--- src/rtl/pipe_pkg.sv ---
// Shared opcode/funct constants, next-PC encodings and control FSM states
// for the pipeline hazard controller and its branch evaluator.
package pipe_pkg;

    localparam logic [5:0] OP_RTYPE  = 6'h00;
    localparam logic [5:0] OP_REGIMM = 6'h01;
    localparam logic [5:0] OP_J      = 6'h02;
    localparam logic [5:0] OP_JAL    = 6'h03;
    localparam logic [5:0] OP_BEQ    = 6'h04;
    localparam logic [5:0] OP_BNE    = 6'h05;
    localparam logic [5:0] OP_BLEZ   = 6'h06;
    localparam logic [5:0] OP_BGTZ   = 6'h07;
    localparam logic [5:0] OP_SB     = 6'h28;
    localparam logic [5:0] OP_SH     = 6'h29;
    localparam logic [5:0] OP_SW     = 6'h2b;

    localparam logic [5:0] FN_JR    = 6'h08;
    localparam logic [5:0] FN_JALR  = 6'h09;
    localparam logic [5:0] FN_MFHI  = 6'h10;
    localparam logic [5:0] FN_MFLO  = 6'h12;
    localparam logic [5:0] FN_MULT  = 6'h18;
    localparam logic [5:0] FN_MULTU = 6'h19;
    localparam logic [5:0] FN_DIV   = 6'h1a;
    localparam logic [5:0] FN_DIVU  = 6'h1b;

    // cmp_result[1:0] sign/zero classification of rs
    localparam logic [1:0] CMP_GT = 2'b00;
    localparam logic [1:0] CMP_EQ = 2'b01;
    localparam logic [1:0] CMP_LT = 2'b10;

    typedef enum logic [2:0] {
        NPC_SEQ = 3'b000,
        NPC_BR  = 3'b001,
        NPC_JMP = 3'b010,
        NPC_JR  = 3'b011,
        NPC_EXC = 3'b100
    } npc_src_t;

    typedef enum logic [1:0] {RUN, LU_STALL, MD_WAIT, EXC} state_t;

    // Opcodes whose rt field is a source operand rather than a destination
    function automatic logic reads_rt(input logic [5:0] op);
        return (op == OP_RTYPE) || (op == OP_BEQ) || (op == OP_BNE) ||
               (op == OP_SB) || (op == OP_SH) || (op == OP_SW);
    endfunction

    function automatic logic is_md_op(input logic [5:0] op, input logic [5:0] funct);
        return (op == OP_RTYPE) &&
               ((funct == FN_MULT) || (funct == FN_MULTU) || (funct == FN_DIV) || (funct == FN_DIVU));
    endfunction

    function automatic logic is_mf_op(input logic [5:0] op, input logic [5:0] funct);
        return (op == OP_RTYPE) && ((funct == FN_MFHI) || (funct == FN_MFLO));
    endfunction

endpackage

--- src/rtl/pipe_ctrl_if.sv ---
// ID/EX hazard inputs and PC/flush/stall controls of the pipeline controller.
// slave = controller side, master = datapath side.
interface pipe_ctrl_if #(
    parameter int STAGES = 5
);
    logic [31:0]       id_instr;
    logic [2:0]        cmp_result;
    logic              ex_overflow;
    logic              ex_mem_read;
    logic [4:0]        ex_rt;
    logic [2:0]        npc_src;
    logic              stall;
    logic [STAGES-2:0] flush;
    logic              md_busy;
    logic              exc_pending;

    modport master (
        output id_instr, cmp_result, ex_overflow, ex_mem_read, ex_rt,
        input  npc_src, stall, flush, md_busy, exc_pending
    );

    modport slave (
        input  id_instr, cmp_result, ex_overflow, ex_mem_read, ex_rt,
        output npc_src, stall, flush, md_busy, exc_pending
    );
endinterface

--- src/rtl/branch_eval.sv ---
// Branch/jump decode of the ID instruction; purely combinational, zero latency.
// No backpressure: the caller decides whether the decision is honoured.
module branch_eval
    import pipe_pkg::*;
(
    input  logic [31:0] id_instr,
    input  logic [2:0]  cmp_result,
    output logic        taken,
    output npc_src_t    npc_src
);
    logic [5:0] op;
    logic [4:0] rt;
    logic [5:0] funct;
    logic [1:0] sgn;
    logic       br;
    logic       unused_bits;

    assign op          = id_instr[31:26];
    assign rt          = id_instr[20:16];
    assign funct       = id_instr[5:0];
    assign sgn         = cmp_result[1:0];
    assign unused_bits = ^{id_instr[25:21], id_instr[15:6]};

    always_comb begin
        taken   = 1'b0;
        npc_src = NPC_SEQ;
        br      = 1'b0;
        case (op)
            OP_RTYPE: if ((funct == FN_JR) || (funct == FN_JALR)) begin
                taken   = 1'b1;
                npc_src = NPC_JR;
            end
            OP_J, OP_JAL: begin
                taken   = 1'b1;
                npc_src = NPC_JMP;
            end
            OP_BEQ:  br = cmp_result[2];
            OP_BNE:  br = !cmp_result[2];
            OP_BLEZ: br = (sgn == CMP_EQ) || (sgn == CMP_LT);
            OP_BGTZ: br = (sgn == CMP_GT);
            // rt selects bltz (0) / bgez (1)
            OP_REGIMM: begin
                if (rt == 5'd0)
                    br = (sgn == CMP_LT);
                else if (rt == 5'd1)
                    br = (sgn == CMP_GT) || (sgn == CMP_EQ);
            end
            default: ;
        endcase
        if (br) begin
            taken   = 1'b1;
            npc_src = NPC_BR;
        end
    end
endmodule

--- src/rtl/pipe_ctrl.sv ---
// Pipeline hazard controller (exception > mult/div wait > load-use > branch); outputs same-cycle.
// Stalls hold PC and IF/ID; optional mult/div tracking under PIPE_CTRL_MULDIV_EN.
module pipe_ctrl
    import pipe_pkg::*;
#(
    parameter int STAGES   = 5,
    parameter int MD_LAT   = 8,
    parameter int EXC_HOLD = 2
) (
    input  logic       clk,
    input  logic       rst_n,
    pipe_ctrl_if.slave bus
);
    localparam int FW = STAGES - 1;
    localparam int EW = $clog2(EXC_HOLD + 1);
    localparam logic [EW-1:0] EXC_LOAD = EW'(EXC_HOLD - 1);

    state_t        state;
    logic [EW-1:0] exc_cnt;
    logic [5:0]    op, funct;
    logic [4:0]    rs, rt;
    logic          br_taken;
    npc_src_t      br_npc;
    logic          in_exc, exc_entry, load_use;
    logic          md_hazard, md_hold, md_active;
    npc_src_t      npc;
    logic          stall;
    logic [FW-1:0] flush;
    logic          exc_p;

    assign op    = bus.id_instr[31:26];
    assign rs    = bus.id_instr[25:21];
    assign rt    = bus.id_instr[20:16];
    assign funct = bus.id_instr[5:0];

    branch_eval u_branch_eval (
        .id_instr   (bus.id_instr),
        .cmp_result (bus.cmp_result),
        .taken      (br_taken),
        .npc_src    (br_npc)
    );

    assign in_exc    = (state == EXC);
    assign exc_entry = bus.ex_overflow && !in_exc;
    // In LU_STALL the EX stage holds the bubble we just inserted
    assign load_use  = (state != LU_STALL) && bus.ex_mem_read && (bus.ex_rt != 5'd0) &&
                       ((bus.ex_rt == rs) || (reads_rt(op) && (bus.ex_rt == rt)));

`ifdef PIPE_CTRL_MULDIV_EN
    localparam int MW = $clog2(MD_LAT + 1);
    logic [MW-1:0] md_cnt;
    logic          md_issue;

    // md_cnt counts busy cycles remaining after the current one; the issue cycle is busy too
    assign md_hazard = !in_exc && (md_cnt != '0) && (is_md_op(op, funct) || is_mf_op(op, funct));
    assign md_hold   = md_hazard && (md_cnt > MW'(1));
    assign md_issue  = !in_exc && !exc_entry && !md_hazard && !load_use && is_md_op(op, funct);
    assign md_active = md_issue || (md_cnt != '0);

    always_ff @(posedge clk or negedge rst_n) begin
        if (!rst_n)
            md_cnt <= '0;
        else if (exc_entry)
            md_cnt <= '0;
        else if (md_issue)
            md_cnt <= MW'(MD_LAT - 1);
        else if (md_cnt != '0)
            md_cnt <= md_cnt - 1'b1;
    end
`else
    logic unused_md;
    assign md_hazard = 1'b0;
    assign md_hold   = 1'b0;
    assign md_active = 1'b0;
    assign unused_md = ^{is_md_op(op, funct), is_mf_op(op, funct), MD_LAT[0]};
`endif

    always_ff @(posedge clk or negedge rst_n) begin
        if (!rst_n) begin
            state   <= RUN;
            exc_cnt <= '0;
        end else if (exc_entry) begin
            // entry cycle is the first of EXC_HOLD flush cycles
            exc_cnt <= EXC_LOAD;
            state   <= (EXC_LOAD != '0) ? EXC : RUN;
        end else if (in_exc) begin
            exc_cnt <= exc_cnt - 1'b1;
            state   <= (exc_cnt == EW'(1)) ? RUN : EXC;
        end else if (md_hold) begin
            state <= MD_WAIT;
        end else if (load_use && !md_hazard) begin
            state <= LU_STALL;
        end else begin
            state <= RUN;
        end
    end

    always_comb begin
        npc   = NPC_SEQ;
        stall = 1'b0;
        flush = '0;
        exc_p = 1'b0;
        if (rst_n) begin
            if (exc_entry || in_exc) begin
                npc   = exc_entry ? NPC_EXC : NPC_SEQ;
                flush = '1;
                exc_p = 1'b1;
            end else if (md_hazard || load_use) begin
                stall    = 1'b1;
                flush[1] = 1'b1;
            end else if (br_taken) begin
                npc      = br_npc;
                flush[0] = 1'b1;
            end
        end
    end

    assign bus.npc_src     = npc;
    assign bus.stall       = stall;
    assign bus.flush       = flush;
    assign bus.exc_pending = exc_p;
    assign bus.md_busy     = rst_n && md_active;
endmodule

--- src/flat_wrapper.sv ---
// flat-port wrapper written by rule: the top's interface ports become plain ports
module pipe_ctrl_flat import pipe_pkg::*;
#(
    parameter int STAGES   = 5,
    parameter int MD_LAT   = 8,
    parameter int EXC_HOLD = 2
)
  (clk, rst_n, bus_id_instr, bus_cmp_result, bus_ex_overflow, bus_ex_mem_read, bus_ex_rt, bus_npc_src, bus_stall, bus_flush, bus_md_busy, bus_exc_pending);
  pipe_ctrl_if #(.STAGES(STAGES)) bus_i ();
  input  logic clk;
  input  logic rst_n;
  input wire logic [$bits(bus_i.id_instr)-1:0] bus_id_instr;
  input wire logic [$bits(bus_i.cmp_result)-1:0] bus_cmp_result;
  input wire logic [$bits(bus_i.ex_overflow)-1:0] bus_ex_overflow;
  input wire logic [$bits(bus_i.ex_mem_read)-1:0] bus_ex_mem_read;
  input wire logic [$bits(bus_i.ex_rt)-1:0] bus_ex_rt;
  output wire logic [$bits(bus_i.npc_src)-1:0] bus_npc_src;
  output wire logic [$bits(bus_i.stall)-1:0] bus_stall;
  output wire logic [$bits(bus_i.flush)-1:0] bus_flush;
  output wire logic [$bits(bus_i.md_busy)-1:0] bus_md_busy;
  output wire logic [$bits(bus_i.exc_pending)-1:0] bus_exc_pending;
  assign bus_i.id_instr = bus_id_instr;
  assign bus_i.cmp_result = bus_cmp_result;
  assign bus_i.ex_overflow = bus_ex_overflow;
  assign bus_i.ex_mem_read = bus_ex_mem_read;
  assign bus_i.ex_rt = bus_ex_rt;
  assign bus_npc_src = bus_i.npc_src;
  assign bus_stall = bus_i.stall;
  assign bus_flush = bus_i.flush;
  assign bus_md_busy = bus_i.md_busy;
  assign bus_exc_pending = bus_i.exc_pending;
  pipe_ctrl #(.STAGES(STAGES), .MD_LAT(MD_LAT), .EXC_HOLD(EXC_HOLD)) u_core (.clk(clk), .rst_n(rst_n), .bus(bus_i));
endmodule
--- config.mk ---
export PLATFORM = sky130hd
export DESIGN_NAME = pipe_ctrl_flat
export DESIGN_NICKNAME = d
export VERILOG_FILES = /design/src/rtl/pipe_pkg.sv /design/src/rtl/pipe_ctrl_if.sv /design/src/rtl/branch_eval.sv /design/src/rtl/pipe_ctrl.sv /design/src/flat_wrapper.sv
export SDC_FILE = /design/constraint.sdc
export NUM_CORES = 1
export LEC_CHECK = 0
export BUFFER_PORTS_ARGS = -buffer_cell sky130_fd_sc_hd__buf_2
export CAP_MARGIN = 25
export CORE_MARGIN = 2
export CORE_UTILIZATION = 38
export DETAILED_ROUTE_END_ITERATION = 8
export PLACE_DENSITY = 0.78
export SYNTH_ARGS = -nofsm -noshare
export SYNTH_HDL_FRONTEND = slang
export SYNTH_HIERARCHICAL = 1
export SYNTH_SLANG_ARGS = --single-unit
--- constraint.sdc ---
create_clock -name clk -period 1.9 [get_ports clk]
set_input_delay 0.19 -clock clk [delete_from_list [all_inputs] [get_ports clk]]
set_output_delay 0.19 -clock clk [all_outputs]
set_load 0.03 [all_outputs]
# After elaboration in Yosys (flattened, before gate mapping)
# Index checks and enable logic that the tools add are counted.
# Widths: inputs -> output; s select.
word_totals:
  ram_bits: 0
  regBits: 4
  n_memories: 0
  latchBits: 0
  romBits: 0
op_classes:
  mux: 30
  n_mul: 0
  reduce_logical: 23
  n_bitwise: 0
  addsub: 1
  shift: 0
  n_eq_ne: 20
  order_cmp: 0
  div_mod_pow: 0
op_table:
  columns: ["op", "n"]
  rows:
  - ["$eq 6x3->1 const B", 4]
  - ["$eq 6x6->1 const B", 3]
  - ["$mux 3", 6]
  - ["$mux 2", 8]
  - ["$eq 6x2->1 const B", 2]
  - ["$eq 6x4->1 const B", 2]
  - ["$mux 1", 12]
  - ["$eq 5x5->1", 2]
  - ["$logic_or 1x1->1", 10]
  - ["$eq 6x1->1 const B", 1]
  - ["$logic_not 6->1", 1]
  - ["$eq 5x1->1 const B", 1]
  - ["$logic_and 1x1->1", 5]
  - ["$logic_not 5->1", 1]
  - ["$pmux 1 s5", 1]
  - ["$reduce_bool 5->1", 1]
  - ["$eq 2x1->1 const B", 2]
  - ["$eq 2x2->1 const B", 2]
  - ["$mux 4", 1]
  - ["$pmux 2 s2", 1]
  - ["$logic_not 1->1", 2]
  - ["$logic_not 2->1", 1]
  - ["$ne 2x1->1 const B", 1]
  - ["$pmux 1 s2", 1]
  - ["3 further kinds", 3]

# Longest topological paths before layout
# Gate-level depths: netlist of the first run.
logic_depth:
  ltp_word: 12
  mapped_depth: 8
  mapped_depth_nobuf: 8

# By module
# Netlist of the first run, hierarchy kept.
by_module_without_submodules:
  columns: ["module", "area_each_um2", "cells_each", "n_inst"]
  rows:
  - ["pipe_ctrl", 491.7, 60, 1]
  - ["branch_eval", 182.7, 24, 1]

# Worst setup path after synthesis of the first run
# Ideal clock, no wire load.
synth_path:
  path_kind: "input -> output"
  startpoint: "input bus_ex_rt[0]"
  endpoint: "output bus_npc_src[0]"
  cell_stages: 5
  path_slack_ns: -0.489
  required_ns: 1.710
  arrival_ns: 2.199
  cell_sequence: "or4_4 > o221ai_2 > and4b_4 > buf_6 > nor4_1"
synth_via:
  elab_chain_len: 7
  elab_cells_between_ends: 10
  cone_classes: "eq/ne (2); mux (3); reduce/logical (5)"
synth_rtl:
  columns: ["item", "line", "source"]
  rows:
  - ["start: declaration", "flat_wrapper.sv:16", "input wire logic [$bits(bus_i.ex_rt)-1:0] bus_ex_rt;"]
  - ["$eq 5x5->1", "pipe_ctrl.sv:47", "((bus.ex_rt == rs) || (reads_rt(op) && (bus.ex_rt == rt)));"]
  - ["$logic_and 1x1->1", "pipe_ctrl.sv:47", null]
  - ["$logic_or 1x1->1", "pipe_ctrl.sv:47", null]
  - ["$logic_and 1x1->1 (*)", "pipe_ctrl.sv:46", "assign load_use = (state != LU_STALL) && bus.ex_mem_read && (bus.ex_rt != 5'd0) &&"]
  - ["$mux 3 (*)", "pipe_ctrl.sv:108", "end else if (md_hazard || load_use) begin"]
  - ["$mux 3 (*)", "pipe_ctrl.sv:104", "if (exc_entry || in_exc) begin"]
  - ["$mux 3 (*)", "pipe_ctrl.sv:103", "if (rst_n) begin"]
  - ["end: declaration", "flat_wrapper.sv:17", "output wire logic [$bits(bus_i.npc_src)-1:0] bus_npc_src;"]
# Every way passes the cells marked *; elsewhere a longest branch is shown, timed or not.

# Worst setup path in the final report of the first run
layout_path:
  startpoint: "input bus_ex_rt[3]"
  endpoint: "output bus_npc_src[0]"
# Same word-level chain as after synthesis.

==> results of run 1 <==
Yosys cell counts:
library cell / n
or4_4: 1
o211a_1: 1
nand2_1: 9
nor4_1: 6
xor2_1: 6
nor4b_1: 1
inv_1: 6
nor2_1: 2
nor3_1: 1
mux2_2: 1
o221ai_2: 1
nor2b_1: 1
and4b_4: 1
conb_1: 2
a21oi_1: 2
and2_1: 1
a311o_1: 1
nand3_1: 3
clkbuf_1: 3
nand4b_1: 1
or2_2: 1
ha_1: 4
a211oi_1: 1
o21ai_1: 1
or4b_1: 2
nand3b_1: 3
dfrtp_1: 4
xnor2_1: 5
buf_6: 1
o31a_1: 2
o41ai_2: 1
buf_4: 4
or3b_1: 1
o2111ai_1: 1
o31ai_1: 3
timing repair:
| action | in CTS | in global routing |
|---|---|---|
| gates resized for setup | 12 | 6 |
| endpoints found under the hold margin | 4 | 0 |
| pin swaps | 4 | 4 |
| hold buffers | 1 | 0 |
| setup endpoints to repair | 5 | 5 |
| setup buffers | 2 | 4 |
layout make-up:
| cell class | instances | area (µm²) |
|---|---|---|
| Inverter | 6 | 22.5 |
| Fill cell | 132 | 557 |
| Tap cell | 17 | 21.3 |
| Multi-Input combinational cell | 66 | 546 |
| Clock buffer | 3 | 22.5 |
| Sequential cell | 4 | 100 |
| Timing Repair Buffer | 64 | 420 |
how the worst max path moves through the flow:
stage	start	to	slack, ns	cells after the start
final	bus_ex_rt[3]	bus_npc_src[0]	-0.11	7
after global routing	bus_id_instr[26]	bus_npc_src[0]	-0.20	8
after CTS	bus_ex_rt[4]	bus_npc_src[0]	-0.13	7
after detailed placement	bus_ex_rt[3]	bus_stall	-0.37	7
after global placement	bus_ex_rt[0]	bus_stall	-0.27	7
after floorplan	bus_ex_rt[0]	bus_npc_src[0]	-0.16	5
cell families after synthesis:
| family | after synthesis | share of synthesized area |
|---|---|---|
| flops | 4 | 0.148 |
| compound gates | 14 | 0.182 |
| fa+ha+maj | 4 | 0.0742 |
| other cells | 2 | 0.0111 |
| xor+xnor | 11 | 0.143 |
| simple gates | 34 | 0.314 |
| mux | 1 | 0.0167 |
| buf+inv | 14 | 0.111 |
flip-flops by register name (all words and copies together) (netlist names):
register,cells
u_core/exc_cnt,2
u_core/state,2
power groups by stage:
stage	Sequential, W	Clock [W]	Combinational (W)
floorplan	0.000145	0	0.000265
global placement	0.000149	0	0.000383
detailed placement	0.000151	0	0.000391
CTS	0.000155	0.000108	0.000436
global route	0.000162	0.000116	0.000488
finish	0.000157	0.000103	0.000452
routing by layer:
metal  vias to the layer above  track usage  wire length (µm)
met4                         0       0.0514                 2
met1                       379        0.214               846
met5                         -            0                 0
met2                        37        0.344              1000
li1                        420            -                 -
met3                         2       0.0235               100
stage by stage:
step / setup TNS (ns) / power, W / utilization
after detailed placement: -0.994 / 0.000542 / 0.584
after global placement: -0.839 / 0.000532 / 0.584
after CTS: -0.523 / 0.000698 / 0.645
after global routing: -0.876 / 0.000766 / 0.670
after floorplan: -0.548 / 0.000410 / -
final: -0.507 / 0.000712 / 0.670
cells in the final DEF, fill, tap and decap left out, types with 3 or more instances in the layout:
cell type / n
buf_2: 34
buf_4: 24
buf_6: 4
clkbuf_4: 3
dfrtp_1: 4
ha_1: 4
inv_1: 5
nand2_1: 8
nand3_1: 3
nand3b_1: 3
nor4_1: 3
xnor2_1: 5
xor2_1: 6
==> metrics, run 1 <==
run status=complete, but fails checks; failing checks=setup timing; Antenna Nets Post-Route=0; Cell Area, Placed=986 µm²; Worst Hold Class=input port to flop; Setup crit start kind=input port; slowest CP cell=or4_4; Tmin final=between 2 and 2.5 ns; Worst-Skew Late Latency=roughly 0.23 ns; Area Growth Syn to Fin=67.9%; clock network power share=0.144; Post-Syn Area=674 µm²; top post-synthesis cells by area=dfrtp_1 15%, xor2_1 7.8%, ha_1 7.4%; Worst VDD drop=429 µV; sequential fraction of the synthesis area=0.148; first-pass GRT wire length=between 2 and 3 mm; sequential power share=0.221; Vias=838; largest stage delay on the critical path=roughly 0.55 ns; pre-CTS setup slack=-0.374 ns; share of post-route cells with drive strength above 1=0.545; Pre-antenna DRT Iters=4; Via density=5.24; r2r startpoint=u_core/state[1]; Final period util=1.06; required time of the critical path=1.71 ns; clk buf depth=2; # H-tree levels=1; die area=2130 µm²; Highest Clock Rate=0.497 GHz; Setup CP Type=input port to output port; final hold slack=~0.19 ns; routed len/inst=12.2 µm; Switching Fraction=0.421; Starting Density=0.399; Clock Skew=roughly 0.00098 ns; flops & latches, synth=4; Die X=46.1 µm; gpl congestion=0.814; power density over the cells=629 nW/µm²; internal power=0.000412 W; Top delay family on crit path=simple AND/OR/NAND/NOR gates; antenna violations before repair=0; crit-path cells=buf_8 > or4_4 > o221ai_4 > buf_6 > and4b_4 > nor4_2 > buf_4; Total GRT Usage=0.184; Detailed Route WL=1.95 mm; Ant. Diodes=0; Mapped Cells=84; Synth Net Count=132; CTS tree=yes; Leakage Power=0.577 nW; Worst setup EP type=output port; post-synth top area share=0.148; Hold Path Sink=u_core/exc_cnt[1]; maximum number of pins on one net before global-route repair=13; Final nets=193; Yosys cell types=35; Detailed Route Iter0 Violations=16; Final Hold Violating Endpoints=0; CP bufs+invs=3; Placed Cells incl. Taps=150; Worst Path Max Fanout=7; combinational share of power=0.635; I/O pins=between 50 and 60; Buffers on Ports=41; # clock sinks=4; Finished Layout Cells=160; drt drc=0; # Max-Cap Violations=0; FF-to-FF path depth=4; hold path startpoint=bus_ex_overflow; Num CTS Buffers=3; Congestion Overflow GR=0; Finished Cell Area=1130 µm²; Switch Pwr=between 0.0002 and 0.0003 W; DP Wirelength=1.47 mm; Die Height=46.1 µm; synth warn=6; r2r setup slk=0.54 ns; Avg Cell Area, Syn=8.03 µm²; root buffer cell=clkbuf_4; Setup WS post-layout=-0.112 ns; critical path arrival=1.82 ns; Slew Limit Fails=0; core box area=1690 µm²; Worst-path clk slew=0.04 ns; unrepaired setup endpoints after global routing=true; vias in the first global route=729; R2R Path End=u_core/state[0]; final setup fails=5; FP Rows=15; hold depth=2; largest area contributor in the netlist=dfrtp_1
Note: power is estimated with default switching activity, not from simulation.
==> run 2, diff against run 1 <==
--- a/config.mk
+++ b/config.mk
@@ -11,6 +11,7 @@
 export CORE_UTILIZATION = 38
 export DETAILED_ROUTE_END_ITERATION = 8
 export PLACE_DENSITY = 0.78
+export REMOVE_ABC_BUFFERS = 1
 export SYNTH_ARGS = -nofsm -noshare
 export SYNTH_HDL_FRONTEND = slang
 export SYNTH_HIERARCHICAL = 1
==> metrics, run 2 (synthesis gave the netlist of run 1 again) <==
run status=complete, but fails checks; failing checks=setup timing; pre-CTS setup slack=-0.175 ns; slowest CP cell=or4b_1; critical path arrival=1.83 ns; most common library cell in the layout ignoring fill and taps=buf_2; # clock sinks=4; r2r startpoint=u_core/state[1]; hold path startpoint=bus_ex_overflow; Switching Fraction=0.430; Die X=46.1 µm; gpl congestion=0.788; Highest Clock Rate=about 0.49 GHz; Final nets=188; Worst Path Max Fanout=4; sequential power share=0.223; Antenna Nets Post-Route=0; Finished Layout Cells=155; clk buf depth=2; Vias=838; most frequent cells in the layout=33 x buf_2, 20 x buf_4, 8 x nand2_1, 6 x xor2_1; core box area=1690 µm²; Leakage Power=0.550 nW; Num CTS Buffers=3; clock network power share=0.148; Worst-path clk slew=0.04 ns; FP Rows=15; Cell Area, Placed=973 µm²; Total GRT Usage=0.203; Worst-Skew Late Latency=approximately 0.23 ns; Setup CP Type=input port to output port; Die Height=46.1 µm; Starting Density=0.399; # Max-Cap Violations=0; Crit. Startpoint=bus_id_instr[26]; Worst Hold Class=input port to flop; routed len/inst=13.3 µm; CP bufs+invs=2; root buffer cell=clkbuf_4; internal power=0.000393 W; first-pass GRT wire length=about 3.2 mm; vias in the first global route=about 850; largest stage delay on the critical path=0.48 ns; post-CTS setup repair buffer count=0; antenna violations before repair=0; Buffers on Ports=41; # H-tree levels=1; Detailed Route WL=slightly above 2 mm; Congestion Overflow GR=0; DP Wirelength=1.62 mm; share of post-route cells with drive strength above 1=0.551; I/O pins=54; final setup fails=3; Finished Cell Area=1110 µm²; Worst VDD drop=328 µV; final setup TNS=-0.309 ns; fill count=144; Top delay family on crit path=simple AND/OR/NAND/NOR gates; largest registers=u_core/exc_cnt: 2 flops, u_core/state: 2 flops; unrepaired setup endpoints after global routing=true; Placed Cells incl. Taps=around 150; Switch Pwr=~0.0003 W; power density over the cells=619 nW/µm²; maximum number of pins on one net before global-route repair=10; Ant. Diodes=0; Detailed Route Iter0 Violations=10; combinational share of power=0.628; Via density=between 5 and 6; Final period util=1.06; Setup crit start kind=input port; required time of the critical path=1.71 ns; Slew Limit Fails=0; Final Hold Violating Endpoints=0; drt drc=0; Clock Skew=around 0.0011 ns; CTS tree=yes; Tmin final=2.02 ns; Area Growth Syn to Fin=64.9%; Setup WS post-layout=-0.122 ns; die area=~2100 µm²; Worst setup EP type=output port; crit-path cells=buf_6 > xnor2_1 > or4b_1 > a311o_1 > nand2_2 > nand3_1 > nor4_2 > buf_4; Pre-antenna DRT Iters=4
run 2: path summary, 6_finish.rpt:
check                           cells past startpoint  slack [ns]           endpoint
worst max-delay path                                8       -0.12     bus_npc_src[1]
worst min-delay path                                2        0.19  u_core/exc_cnt[1]
worst max register to register                      3        0.55    u_core/state[0]
worst min register to register                      1        0.48  u_core/exc_cnt[0]
max in group asynchronous                           2        1.30  u_core/exc_cnt[0]
min in group asynchronous                           2        0.44    u_core/state[1]
run 2: power by group through the flow:
stage	combinational, W	clock, W	sequential [W]
finish	0.000432	0.000102	0.000154
floorplan	0.000236	0	0.000145
global route	0.000468	0.000111	0.000161
detailed placement	0.000384	0	0.000151
CTS	0.000422	0.000106	0.000155
global placement	0.000369	0	0.000149
run 2: worst register-to-register path: stages (launching register included):
cell and delay (ns):
dfrtp_1 0.40, and2_1 0.17, or2_2 0.34, o31a_1 0.31
run 2: area by class of cell:
| cell class | instances | area (µm²) | area share |
|---|---|---|---|
| clock buffers | 3 | 22.5 | 0.0202 |
| well taps | 17 | 21.3 | 0.0191 |
| repair buffers | 59 | 382 | 0.343 |
| inverters | 6 | 22.5 | 0.0202 |
| flip-flops and latches | 4 | 100 | 0.0900 |
| multi-input cells | 66 | 564 | 0.507 |
run 2: repair_timing:
item / in CTS / in global routing
pin swaps: 4 / 2
hold buffers: 1 / 0
endpoints found under the setup margin: 5 / 5
hold endpoints to repair: 4 / 0
resized for setup: 16 / 7
run 2: through the flow:
| step | utilization | power [W] | hold WS [ns] |
|---|---|---|---|
| after detailed placement | 0.576 | 0.000535 | 0.0498 |
| after global routing | 0.659 | 0.000740 | 0.202 |
| after global placement | 0.573 | 0.000517 | 0.0435 |
| after floorplan | - | 0.000381 | -0.106 |
| final | 0.659 | 0.000688 | 0.193 |
| after CTS | 0.644 | 0.000682 | 0.186 |
run 2: layer usage:
metal / wire length [µm] / global-route usage / vias to the layer above
met3: 114 / 0.0235 / 2
met4: 7 / 0.0286 / 0
met2: 1150 / 0.417 / 27
li1: - / - / 411
met1: 789 / 0.217 / 398
met5: 0 / 0 / -
==> run 3, diff against run 2 <==
--- a/config.mk
+++ b/config.mk
@@ -9,9 +9,9 @@
 export CAP_MARGIN = 25
 export CORE_MARGIN = 2
 export CORE_UTILIZATION = 38
+export CTS_CLUSTER_SIZE = 14
 export DETAILED_ROUTE_END_ITERATION = 8
-export PLACE_DENSITY = 0.78
-export REMOVE_ABC_BUFFERS = 1
+export PLACE_DENSITY = 0.82
 export SYNTH_ARGS = -nofsm -noshare
 export SYNTH_HDL_FRONTEND = slang
 export SYNTH_HIERARCHICAL = 1
==> metrics, run 3 (synthesis gave the netlist of run 1 again) <==
Worst-Skew Late Latency=between 0.2 and 0.25 ns; Detailed Route WL=2.25 mm; Final nets=190; Die Height=about 46 µm; run status=complete, but fails checks; gpl congestion=0.818; Via density=5.53; antenna violations before repair=0; Vias=868; first-pass GRT wire length=approximately 3.4 mm; Setup WS post-layout=-0.136 ns; unrepaired setup endpoints after global routing=true; failing checks=setup timing; Clock Skew=0.00164 ns; critical path arrival=1.85 ns; root buffer cell=clkbuf_4; Slew Limit Fails=0; Die X=46.1 µm; most frequent cells in the layout=34 x buf_2, 20 x buf_4, 8 x nand2_1, 6 x buf_6, 6 x xor2_1; Worst VDD drop=309 µV; Num CTS Buffers=3; final hold slack=0.208 ns; Highest Clock Rate=roughly 0.49 GHz; core box area=approximately 1700 µm²; Worst Path Max Fanout=7; # H-tree levels=1; I/O pins=54; most common library cell in the layout ignoring fill and taps=buf_2; Final period util=1.07; final setup fails=5; Leakage Power=0.563 nW; die area=2130 µm²; # clock sinks=4; Worst setup EP type=output port; clk buf depth=2; Max-slew headroom=0.648; Starting Density=0.399; Buffers on Ports=about 40; Area Growth Syn to Fin=67.5%; Tmin final=2.04 ns; drt drc=0; maximum number of pins on one net before global-route repair=13; largest registers=u_core/exc_cnt: 2 flops, u_core/state: 2 flops; fill count=131; # Max-Cap Violations=0; Worst-path clk slew=around 0.03 ns; Total GRT Usage=0.229; Worst Hold Class=input port to flop; Setup CP Type=input port to output port; Detailed Route Iter0 Violations=24; Setup crit start kind=input port; FP Rows=15; DP Wirelength=1.61 mm; Final Hold Violating Endpoints=0; routed len/inst=between 10 and 15 µm; share of post-route cells with drive strength above 1=0.550; power density over the cells=629 nW/µm²; Design Power=0.000710 W; required time of the critical path=roughly 1.7 ns; CTS tree=yes; Congestion Overflow GR=0; Ant. Diodes=0; Slew @ Worst Pin=~0.52 ns; Antenna Nets Post-Route=0; vias in the first global route=825; Pre-antenna DRT Iters=4
-- run 3: cell type report --
type / count / area [µm²] / area share
clock buffer: 3 / 22.5 / 0.0199
timing repair buffer: 61 / 398 / 0.352
tap: 17 / 21.3 / 0.0188
inverter: 6 / 22.5 / 0.0199
multi-input combinational: 66 / 566 / 0.501
sequential: 4 / 100 / 0.0886
-- run 3: report_power, final --
part / internal (W) / total [W] / leakage, nW / switching [W]
Combinational: 0.000205 / 0.000450 / 0.503 / 0.000244
Clock: 0.0000705 / 0.000104 / 0.0138 / 0.0000332
Sequential: 0.000128 / 0.000157 / 0.0468 / 0.0000291
-- run 3: timing repair --
action,CTS,global route
endpoints found under the setup margin,5,5
endpoints found under the hold margin,4,0
hold buffers,1,0
cloned,0,0
resized for setup,16,5
pin swaps,4,0
buffers inserted,2,0
-- run 3: through the flow --
step                      TNS (ns)  setup slack [ns]  instance area, µm²   util  instances
after floorplan             -0.548            -0.157                 692      -         84
after global placement      -0.835            -0.265                 993  0.588        151
after detailed placement     -1.03            -0.350                 993  0.588        151
after CTS                   -0.600            -0.137                1120  0.661        157
after global routing        -0.882            -0.207                1130  0.669        157
final                       -0.583            -0.136                1130  0.669        157
-- run 3: worst paths after layout --
kind | from | cells after the start | slack, ns | to
worst max-delay path | bus_ex_rt[4] | 7 | -0.14 | bus_flush[1]
worst min-delay path | bus_ex_overflow | 2 | 0.21 | u_core/exc_cnt[1]
worst max register to register | u_core/state[1] | 4 | 0.50 | u_core/state[0]
worst min register to register | u_core/exc_cnt[0] | 1 | 0.50 | u_core/exc_cnt[0]
max in group asynchronous | rst_n | 2 | 1.37 | u_core/exc_cnt[1]
min in group asynchronous | rst_n | 2 | 0.34 | u_core/state[1]
-- run 3: metal layers --
metal | up-vias | wire [µm] | global-route usage
li1 | 416 | - | -
met2 | 43 | 1200 | 0.428
met1 | 403 | 838 | 0.232
met5 | - | 0 | 0
met3 | 6 | 149 | 0.0392
met4 | 0 | 65 | 0.131
-- run 3: critical path: stages --
cell	delay (ns)
buf_6	0.09
or4_4	0.54
o221ai_4	0.20
buf_6	0.13
and4b_4	0.23
o31a_1	0.32
buf_6	0.14
